==> src/rtl/fc_class_collect_if.sv <==
// Stream-in (FC words) and result-out handshakes of the FC class collector.
interface fc_class_collect_if #(
   parameter int DATA_W = 16
);
   logic              fc_valid;
   logic              fc_ready;
   logic [DATA_W-1:0] fc_data;
   logic              fc_last;
   logic              res_valid;
   logic              res_ready;
   logic [3:0]        res_index;
   logic [DATA_W-1:0] res_value;

   modport master (
      output fc_valid, fc_data, fc_last, res_ready,
      input  fc_ready, res_valid, res_index, res_value
   );

   modport slave (
      input  fc_valid, fc_data, fc_last, res_ready,
      output fc_ready, res_valid, res_index, res_value
   );
endinterface

==> src/rtl/fc_class_collect.sv <==
// Collects one frame of FC scores, launches get_class, and hands the winner downstream.
// Optional FC_SIGNED_SCORE_EN: two's complement scores mapped to offset binary for get_class.
//
//   state     | meaning
//   ----------+------------------------------------------------------------
//   S_COLLECT | accepting FC words into class0..9, fc_ready high
//   S_LAUNCH  | one-cycle get_class_start, watchdog loaded
//   S_WAIT    | class regs held, waiting for get_class_done or watchdog
//   S_RESULT  | res_valid high until downstream takes the result
module fc_class_collect #(
   parameter int DATA_W    = 16,
   parameter int NUM_CLASS = 10,
   parameter int WAIT_MAX  = 15
) (
   input  logic              clk,
   input  logic              rst,
   fc_class_collect_if.slave bus,
   output logic [DATA_W-1:0] class0,
   output logic [DATA_W-1:0] class1,
   output logic [DATA_W-1:0] class2,
   output logic [DATA_W-1:0] class3,
   output logic [DATA_W-1:0] class4,
   output logic [DATA_W-1:0] class5,
   output logic [DATA_W-1:0] class6,
   output logic [DATA_W-1:0] class7,
   output logic [DATA_W-1:0] class8,
   output logic [DATA_W-1:0] class9,
   output logic              get_class_start,
   input  logic              get_class_done,
   input  logic [DATA_W-1:0] class_value,
   input  logic [3:0]        class_index,
   output logic              frame_err
);

   localparam int         TMR_W    = $clog2(WAIT_MAX + 1);
   localparam logic [3:0] LAST_CNT = 4'(NUM_CLASS - 1);

`ifdef FC_SIGNED_SCORE_EN
   localparam logic [DATA_W-1:0] SCORE_FLIP = {1'b1, {(DATA_W-1){1'b0}}};
`else
   localparam logic [DATA_W-1:0] SCORE_FLIP = '0;
`endif

   typedef enum logic [1:0] {
      S_COLLECT = 2'd0,
      S_LAUNCH  = 2'd1,
      S_WAIT    = 2'd2,
      S_RESULT  = 2'd3
   } state_t;

   state_t            state_q, state_d;
   logic [3:0]        cnt_q, cnt_d;
   logic [TMR_W-1:0]  tmr_q, tmr_d;
   logic [DATA_W-1:0] class_q [NUM_CLASS];
   logic [DATA_W-1:0] class_d [NUM_CLASS];
   logic [3:0]        res_index_q, res_index_d;
   logic [DATA_W-1:0] res_value_q, res_value_d;
   logic              frame_err_q, frame_err_d;

   logic beat;
   logic beat_end;
   logic beat_bad;
   logic tmr_done;

   assign beat     = bus.fc_valid & bus.fc_ready;
   assign beat_end = (cnt_q == LAST_CNT);
   // fc_last must coincide exactly with the final slot; any disagreement is a framing error
   assign beat_bad = beat & (bus.fc_last ^ beat_end);
   assign tmr_done = (tmr_q == '0);

   always_ff @(posedge clk) begin
      if (rst) state_q <= S_COLLECT;
      else     state_q <= state_d;
   end

   always_comb begin
      state_d = state_q;
      case (state_q)
         S_COLLECT: if (beat && bus.fc_last && beat_end) state_d = S_LAUNCH;
         S_LAUNCH:  state_d = S_WAIT;
         S_WAIT: begin
            if (tmr_done)            state_d = S_COLLECT;
            else if (get_class_done) state_d = S_RESULT;
         end
         S_RESULT:  if (bus.res_ready) state_d = S_COLLECT;
         default:   state_d = S_COLLECT;
      endcase
   end

   always_comb begin
      bus.fc_ready    = (state_q == S_COLLECT) && !rst;
      get_class_start = (state_q == S_LAUNCH) && !rst;
      bus.res_valid   = (state_q == S_RESULT) && !rst;
   end

   always_comb begin
      cnt_d       = cnt_q;
      tmr_d       = tmr_q;
      class_d     = class_q;
      res_index_d = res_index_q;
      res_value_d = res_value_q;
      frame_err_d = 1'b0;
      case (state_q)
         S_COLLECT: begin
            if (beat) begin
               for (int i = 0; i < NUM_CLASS; i++) begin
                  if (cnt_q == 4'(i)) class_d[i] = bus.fc_data ^ SCORE_FLIP;
               end
               cnt_d       = (beat_end || bus.fc_last) ? 4'd0 : cnt_q + 4'd1;
               frame_err_d = beat_bad;
            end
         end
         S_LAUNCH: tmr_d = TMR_W'(WAIT_MAX - 1);
         S_WAIT: begin
            // error flagged one cycle before the abort so fc_ready rises right after the pulse
            if (!tmr_done) begin
               tmr_d = tmr_q - TMR_W'(1);
               if (get_class_done) begin
                  res_index_d = class_index;
                  res_value_d = class_value ^ SCORE_FLIP;
               end else begin
                  frame_err_d = (tmr_q == TMR_W'(1));
               end
            end
         end
         default: ;
      endcase
   end

   always_ff @(posedge clk) begin
      if (rst) begin
         cnt_q       <= '0;
         tmr_q       <= '0;
         res_index_q <= '0;
         res_value_q <= '0;
         frame_err_q <= 1'b0;
         for (int i = 0; i < NUM_CLASS; i++) class_q[i] <= '0;
      end else begin
         cnt_q       <= cnt_d;
         tmr_q       <= tmr_d;
         res_index_q <= res_index_d;
         res_value_q <= res_value_d;
         frame_err_q <= frame_err_d;
         class_q     <= class_d;
      end
   end

   assign class0        = class_q[0];
   assign class1        = class_q[1];
   assign class2        = class_q[2];
   assign class3        = class_q[3];
   assign class4        = class_q[4];
   assign class5        = class_q[5];
   assign class6        = class_q[6];
   assign class7        = class_q[7];
   assign class8        = class_q[8];
   assign class9        = class_q[9];
   assign bus.res_index = res_index_q;
   assign bus.res_value = res_value_q;
   assign frame_err     = frame_err_q;

endmodule

==> src/flat_wrapper.sv <==
// flat-port wrapper written by rule: the top's interface ports become plain ports
module fc_class_collect_flat 
#(
   parameter int DATA_W    = 16,
   parameter int NUM_CLASS = 10,
   parameter int WAIT_MAX  = 15
)
  (clk, rst, class0, class1, class2, class3, class4, class5, class6, class7, class8, class9, get_class_start, get_class_done, class_value, class_index, frame_err, bus_fc_valid, bus_fc_data, bus_fc_last, bus_res_ready, bus_fc_ready, bus_res_valid, bus_res_index, bus_res_value);
  fc_class_collect_if #(.DATA_W(DATA_W)) bus_i ();
  input  logic clk;
  input  logic rst;
  output logic [DATA_W-1:0] class0;
  output logic [DATA_W-1:0] class1;
  output logic [DATA_W-1:0] class2;
  output logic [DATA_W-1:0] class3;
  output logic [DATA_W-1:0] class4;
  output logic [DATA_W-1:0] class5;
  output logic [DATA_W-1:0] class6;
  output logic [DATA_W-1:0] class7;
  output logic [DATA_W-1:0] class8;
  output logic [DATA_W-1:0] class9;
  output logic get_class_start;
  input  logic get_class_done;
  input  logic [DATA_W-1:0] class_value;
  input  logic [3:0] class_index;
  output logic frame_err;
  input wire logic [$bits(bus_i.fc_valid)-1:0] bus_fc_valid;
  input wire logic [$bits(bus_i.fc_data)-1:0] bus_fc_data;
  input wire logic [$bits(bus_i.fc_last)-1:0] bus_fc_last;
  input wire logic [$bits(bus_i.res_ready)-1:0] bus_res_ready;
  output wire logic [$bits(bus_i.fc_ready)-1:0] bus_fc_ready;
  output wire logic [$bits(bus_i.res_valid)-1:0] bus_res_valid;
  output wire logic [$bits(bus_i.res_index)-1:0] bus_res_index;
  output wire logic [$bits(bus_i.res_value)-1:0] bus_res_value;
  assign bus_i.fc_valid = bus_fc_valid;
  assign bus_i.fc_data = bus_fc_data;
  assign bus_i.fc_last = bus_fc_last;
  assign bus_i.res_ready = bus_res_ready;
  assign bus_fc_ready = bus_i.fc_ready;
  assign bus_res_valid = bus_i.res_valid;
  assign bus_res_index = bus_i.res_index;
  assign bus_res_value = bus_i.res_value;
  fc_class_collect #(.DATA_W(DATA_W), .NUM_CLASS(NUM_CLASS), .WAIT_MAX(WAIT_MAX)) u_core (.clk(clk), .rst(rst), .bus(bus_i), .class0(class0), .class1(class1), .class2(class2), .class3(class3), .class4(class4), .class5(class5), .class6(class6), .class7(class7), .class8(class8), .class9(class9), .get_class_start(get_class_start), .get_class_done(get_class_done), .class_value(class_value), .class_index(class_index), .frame_err(frame_err));
endmodule
==> config.mk <==
export PLATFORM = sky130hd
export DESIGN_NAME = fc_class_collect_flat
export DESIGN_NICKNAME = d
export VERILOG_FILES = /design/src/rtl/fc_class_collect_if.sv /design/src/rtl/fc_class_collect.sv /design/src/flat_wrapper.sv
export SDC_FILE = /design/constraint.sdc
export NUM_CORES = 1
export LEC_CHECK = 0
export BUFFER_PORTS_ARGS = -buffer_cell sky130_fd_sc_hd__buf_4
export CORE_ASPECT_RATIO = 0.9
export CORE_UTILIZATION = 53
export CTS_BUF_LIST = sky130_fd_sc_hd__clkbuf_4 sky130_fd_sc_hd__clkbuf_8
export CTS_CLUSTER_DIAMETER = 100
export CTS_CLUSTER_SIZE = 10
export DETAILED_ROUTE_END_ITERATION = 10
export PLACE_DENSITY = 0.82
export RECOVER_POWER = 25
export SLEW_MARGIN = 25
export SYNTH_ARGS = -nofsm -noshare
export SYNTH_HDL_FRONTEND = slang
export SYNTH_SLANG_ARGS = --single-unit
==> constraint.sdc <==
create_clock -name clk -period 2 [get_ports clk]
set_input_delay 0.4 -clock clk [delete_from_list [all_inputs] [get_ports clk]]
set_output_delay 0.4 -clock clk [all_outputs]
set_load 0.02 [all_outputs]
==> results of run 1 <==
[worst max-delay path, cell delays in order (launching register included)]
cell	delay, ns
dfxtp_2	0.55
buf_12	0.19
and3_1	0.16
buf_4	0.14
[timing repair]
action / 4_1_cts / 5_1_grt
resized for setup: 2 / 1
cloned: 0 / 0
setup endpoints to repair: 3 / 4
[cells by family (layout without fill, tap and decap cells)]
group | count (synthesis) | count (layout) | synth area share
AND/OR/NAND/NOR | 247 | 247 | 0.170
multiplexers | 64 | 64 | 0.0842
flip-flops | 191 | 191 | 0.502
AO/OA/AOI/OAI | 255 | 255 | 0.173
adder cells (fa/ha/maj) | 7 | 7 | 0.0115
buffers and inverters | 95 | 297 | 0.0585
[layout make-up]
class                      instances  area (µm²)  share of cell area
inverter                          11        41.3             0.00430
sequential                       191        3830               0.399
tap                              193         241              0.0252
clock buffer                      23         292              0.0304
clock inverter                     9         158              0.0164
multi-input combinational        573        3390               0.353
timing repair buffer             254        1650               0.172
[path summary, 6_finish.rpt]
check                           slack, ns  cells past startpoint         startpoint                       end
worst max-delay path                 0.10                      3  u_core.state_q[1]             bus_res_valid
worst min-delay path                 0.19                      3    class_value[14]  u_core.bus.res_value[14]
worst max register to register       0.18                      6    u_core.tmr_q[0]  u_core.bus.res_value[10]
worst min register to register       0.46                      2   u_core.class0[0]          u_core.class0[0]
[registers in the layout, summed over array words and instances, names as in the netlist]
| register | cells |
|---|---|
| u_core.class3 | 16 |
| u_core.class7 | 16 |
| u_core.bus.res_value | 16 |
| u_core.state_q | 2 |
| u_core.class2 | 16 |
| u_core.bus.res_index | 4 |
| u_core.class8 | 16 |
| u_core.class1 | 16 |
| u_core.frame_err | 1 |
| u_core.class5 | 16 |
| u_core.class6 | 16 |
| u_core.class9 | 16 |
| u_core.tmr_q | 4 |
| u_core.cnt_q | 4 |
| u_core.class0 | 16 |
| u_core.class4 | 16 |
[cells in the final DEF (no fill, tap or decap), types with 2 or more instances in the layout]
master,instances
nand4bb_1,3
buf_12,7
nand3_1,120
a21oi_1,123
o32ai_1,2
clkbuf_8,19
o21ai_0,109
dfxtp_1,189
buf_4,154
nor2_1,3
clkbuf_1,93
nand2_1,85
nor3_1,3
and4_1,2
dfxtp_2,2
or3_1,2
a2bb2oi_1,2
o21ai_1,9
inv_1,10
nand3b_1,3
mux2i_1,64
clkinv_4,2
nand3_4,2
clkinvlp_4,2
nand4_1,2
and3b_1,2
nor4bb_2,2
clkbuf_4,4
nor3b_1,3
bufinv_16,4
a31oi_1,3
or3b_2,2
or4b_4,2
ha_1,7
nor3b_2,3
[power groups by stage]
stage / combinational, mW / sequential [mW] / clock [mW]
after floorplan: 0.194 / 3.96 / 0
after detailed placement: 0.446 / 3.93 / 0
after global routing: 0.467 / 3.85 / 3.01
after CTS: 0.448 / 3.84 / 2.84
after global placement: 0.444 / 3.93 / 0
final: 0.445 / 3.84 / 2.81
[layer usage]
metal	GRT usage	up-vias	share of wire
met5	0	-	0
met4	0.123	0	0.023
met3	0.0757	32	0.078
met2	0.468	292	0.48
met1	0.385	3402	0.42
li1	-	3420	-
[metrics by stage]
stage           util  setup slack, ns  hold slack [ns]  instances
6_report       0.685            0.103            0.187       1254
5_1_grt        0.685           0.0200            0.161       1254
4_1_cts        0.710           0.0797            0.159       1254
3_5_place_dp   0.677            0.124            0.448       1222
3_3_place_gp   0.677            0.218            0.444       1222
2_1_floorplan      -            0.214            0.477        859
==> impl_metrics.py, run 1 <==
metrics = {
    "drt": {
        "drc": 0,
        "antenna_left": 0,
        "viasPerCell": 5.70,
        "routed_wl_um": 22200,
        "vias": 7146,
        "drt_iter0_markers": 807,
        "detail_route.wl_per_cell_um": 17.7,
        "dr.pass1.iters": 5,
    },
    "die": {
        "die_h_um": 116,
        "die_x_um": 128,
        "die-area_um2": 14800,
        "coreArea_um2": 14000,
        "initial_utilization": 0.543,
        "row_count": 41,
        "io_pins": 226,
    },
    "grt": {
        "grt_start_max_net_pins": 84,
        "grt-ovfl-total": 0,
        "grt_pass1_wl_um": 33800,
        "grt_pass1_vias": 6286,
        "grtUsageTotal": 0.295,
        "antenna_found_initial": 0,
    },
    "cts": {
        "clk_latency_ns": 0.46,
        "path_clk_slew_ns": 0.09,
        "htree_num_levels": 4,
        "ctsHoldBuffers": 0,
        "clk_path_buf_depth": 2,
        "clock-sinks": 191,
        "post_cts_buffers": 0,
        "clockRootBuffer": "clkbuf_8",
        "cts_tree": "yes",
        "cts_buffers": 17,
    },
    "power_and_ir_drop": {
        "clockPowerShare": 0.396,
        "seq_power_share": 0.541,
        "swShare": 0.231,
        "vdd_drop_max_mv": 0.548,
        "p_leak_nw": 3.76,
        "total_power_mw": 7.10,
        "switchingPower_mw": 1.64,
        "power_density_nw_per_um2": 740,
        "comb_power_share": 0.063,
        "p_int_mw": 5.46,
    },
    "timing": {
        "worstMarginPinSlew_ns": 0.508,
        "max_freq_mhz": 527,
        "grt_setup_unrepaired": "no",
        "finalSetupTns_ns": 0,
        "timing.final.crit_period_ns": 1.90,
        "min_period_over_period": 0.948,
        "setup_viol_count_final": 0,
        "fin_worst_skew_ns": 0.0136,
        "slew_headroom": 0.661,
        "hold_violations": 0,
        "drv_slew": 0,
    },
    "logic_synthesis": {
        "yosysUniqueCellTypes": 46,
        "synth_top_cell_by_area": "dfxtp_1",
        "syn-num-nets": 908,
        "synth_edf_count": 0,
        "ys.flop_type": "dfxtp_1",
        "seq_area_frac_synth": 0.502,
        "synth_area_leaders": "dfxtp_1, mux2i_1, a21oi_1",
        "syn_area_um2": 7610,
        "async_flop_share": 0,
        "yosys-top-cells-count": "dfxtp_1, a21oi_1, nand3_1",
        "synth_top_area_frac": 0.502,
        "yosysWarnings": 0,
        "synth.avg_cell_area_um2": 8.86,
        "yosysMostFrequentCell": "dfxtp_1",
        "yosys_register_bits": 191,
        "syn_inst": 859,
    },
    "critical_path": {
        "worstSetupPathType": "flip-flop to output pin",
        "cp.required_ns": 1.60,
        "crit_fanout": 18,
        "cp.arrival_ns": 1.50,
        "end_kind": "output pin",
        "cp-start-kind": "flip-flop",
    },
    "placed_design": {
        "numPortBuffers": 225,
        "routabilityCongestion": 0.868,
        "place_area_um2": 9490,
        "dp_hpwl_um": 14600,
    },
    "finish": {
        "syn_to_final_growth_pct": 26.0,
        "layout-drive-gt1-share": 0.201,
        "final_area_um2": 9590,
        "diodes": 0,
        "num-fill-cells": 1183,
        "nNetsFinal": 1097,
    },
    "run_status": {
        "outcome": "finished, final reports clean",
    },
    "hold_path": {
        "hp-class": "primary input to flip-flop",
    },
    "job": {
        "maxCapViolCount": 0,
    },
}
(Power assumes the default switching activity.)
==> run 2: changes to the inputs <==
Settings changed: BUFFER_PORTS_ARGS -buffer_cell sky130_fd_sc_hd__buf_4 to default, CORE_UTILIZATION 53 to 57, DONT_BUFFER_PORTS from default to 1, HOLD_SLACK_MARGIN from default to 0.12, PLACE_DENSITY 0.82 to 0.72.
==> run 2 against run 1 <==
Compared with the run above:
- total power down 7.1%
- global-route usage up 0.32 points
- sequential share of layout area up 7.5 points
- combinational power down 55%
- die area down 6.9%
- clock skew down 0.0041 ns
- critical endpoint is now u_core.cnt_q[1]
- clock-buffer cell count unchanged
- first-iteration DRC count down 16%
- non-clock buffer count down 228
- highest routed layer unchanged
- largest cell class unchanged
- via count down 12%
==> impl_metrics.py, run 2 (synthesis results as in run 1) <==
metrics = {
    "die": {
        "die-area_um2": 13800,
        "row_count": 39,
        "die_x_um": 124,
        "initial_utilization": 0.593,
        "io_pins": 226,
        "die_h_um": 112,
        "coreArea_um2": 12800,
    },
    "cts": {
        "cts_buffers": 17,
        "cts_tree": "yes",
        "clockRootBuffer": "clkbuf_8",
        "htree_num_levels": 4,
        "clock-sinks": 191,
        "path_clk_slew_ns": 0.09,
        "clk_path_buf_depth": 2,
        "clk_latency_ns": 0.47,
        "ctsHoldBuffers": 1,
    },
    "drt": {
        "detail_route.wl_per_cell_um": 20.8,
        "antenna_left": 0,
        "drc": 0,
        "wl_met1_um": 8090,
        "top_layer": "met4",
        "vias": 6288,
        "wl_met3_um": 2200,
        "dr.pass1.iters": 5,
        "wl_met2_um": 9900,
        "routed_wl_um": 20700,
        "drt_iter0_markers": 680,
        "viasPerCell": 6.31,
    },
    "timing": {
        "hold_violations": 0,
        "finalSetupTns_ns": 0,
        "worstMarginPinSlew_ns": 0.862,
        "setup_viol_count_final": 0,
        "max_freq_mhz": 527,
        "drv_slew": 0,
        "timing.final.crit_period_ns": 1.90,
        "fin_worst_skew_ns": 0.00944,
        "worst_slack_ns": 0.101,
        "slew_headroom": 0.425,
        "min_period_over_period": 0.949,
        "grt_setup_unrepaired": "no",
    },
    "critical_path": {
        "crit_fanout": 19,
        "cp.arrival_ns": 2.25,
        "r2r-start": "u_core.state_q[1]",
        "worstSetupPathType": "flip-flop to flip-flop",
        "endpoint": "u_core.cnt_q[1]",
        "end_kind": "flip-flop",
        "reg2reg_to": "u_core.cnt_q[1]",
        "r2r_slack_ns": 0.10,
        "critPathLaunch": "u_core.state_q[1]",
        "ff2ff_path_depth": 4,
        "cp-start-kind": "flip-flop",
        "cp.required_ns": 2.35,
    },
    "power_and_ir_drop": {
        "power_density_nw_per_um2": 815,
        "p_leak_nw": 2.91,
        "vdd_drop_max_mv": 0.519,
    },
    "grt": {
        "grt_start_max_net_pins": 135,
        "grtUsageTotal": 0.299,
        "grt-ovfl-total": 0,
        "grt_pass1_wl_um": 31500,
        "grt_pass1_vias": 5917,
        "antenna_found_initial": 0,
    },
    "finish": {
        "syn_to_final_growth_pct": 6.36,
        "final_common_cell": "dfxtp_1",
        "nNetsFinal": 869,
        "final_core_util": 0.631,
        "layout-drive-gt1-share": 0.0972,
        "diodes": 0,
        "final_area_um2": 8100,
        "final_cell_mix": "dfxtp_1, a21oi_1, nand3_1, o21ai_0, nand2_1",
    },
    "placed_design": {
        "dp_hpwl_um": 13800,
        "routabilityCongestion": 0.808,
        "numPortBuffers": 0,
        "place_ws_ns": 0.170,
        "place_area_um2": 7670,
    },
    "job": {
        "maxCapViolCount": 0,
    },
    "run_status": {
        "outcome": "finished, final reports clean",
    },
    "hold_path": {
        "hp-class": "primary input to flip-flop",
    },
}
run 2: changes by cell type in the layout (fill, tap and decap cells not counted), sizes merged:
| cell | delta |
|---|---|
| dlygate4sd3 | +1 |
| clkinvlp | +1 |
| bufinv | -2 |
| buf | -136 |
| clkbuf | -93 |
| clkinv | +1 |
run 2: power by group:
group          internal (mW)  total [mW]  switching (mW)  leakage [nW]
registers               3.83        3.88          0.0517          1.54
logic                 0.0644       0.201           0.137          1.17
clock network           1.23        2.52            1.29         0.200
total                   5.12        6.60            1.48          2.91
run 2: area by class of cell:
| cell class | instances | area (µm²) |
|---|---|---|
| tap | 164 | 205 |
| clock buffer | 23 | 292 |
| sequential | 191 | 3830 |
| multi-input combinational | 573 | 3390 |
| timing repair buffer | 26 | 223 |
| inverter | 11 | 41.3 |
| clock inverter | 9 | 110 |
| fill | 1079 | 4740 |
run 2: timing repair:
| action | in CTS | in global routing |
|---|---|---|
| buffers inserted | 0 | 0 |
| pin swaps | 0 | 0 |
| hold endpoints to repair | 124 | 123 |
| resized for setup | 2 | 6 |
| gates cloned | 0 | 0 |
| setup endpoints to repair | 2 | 3 |
run 2: stage by stage:
stage / hold slack [ns] / power [mW] / cells
finish: 0.00270 / 6.60 / 997
global route: -0.0199 / 6.84 / 997
CTS: -0.0243 / 6.63 / 997
detailed placement: 0.483 / 4.17 / 964
global placement: 0.480 / 4.15 / 964
floorplan: 0.477 / 4.15 / 859
run 2: how the worst min path moves through the flow:
stage                                from                 endpoint  slack [ns]  depth (start not counted)
after floorplan           u_core.cnt_q[1]          u_core.cnt_q[1]        0.48                          2
after global placement                rst  u_core.bus.res_value[1]        0.48                          1
after detailed placement              rst  u_core.bus.res_index[1]        0.48                          1
after CTS                             rst  u_core.bus.res_value[5]       -0.02                          1
after global routing                  rst          u_core.tmr_q[2]       -0.02                          1
final                                 rst  u_core.bus.res_value[4]       0.003                          1
run 2: routing by layer:
layer  vias up  global-route usage
li1       2952                   -
met1      3008               0.364
met2       286               0.476
met3        42               0.107
met4         0               0.118
met5         -                   0
run 2: critical path: stages (launching register included):
cell	delay [ns]
dfxtp_2	0.40
or4b_4	0.68
nand2_1	0.11
a21oi_1	0.06
dlygate4sd3_1	0.54
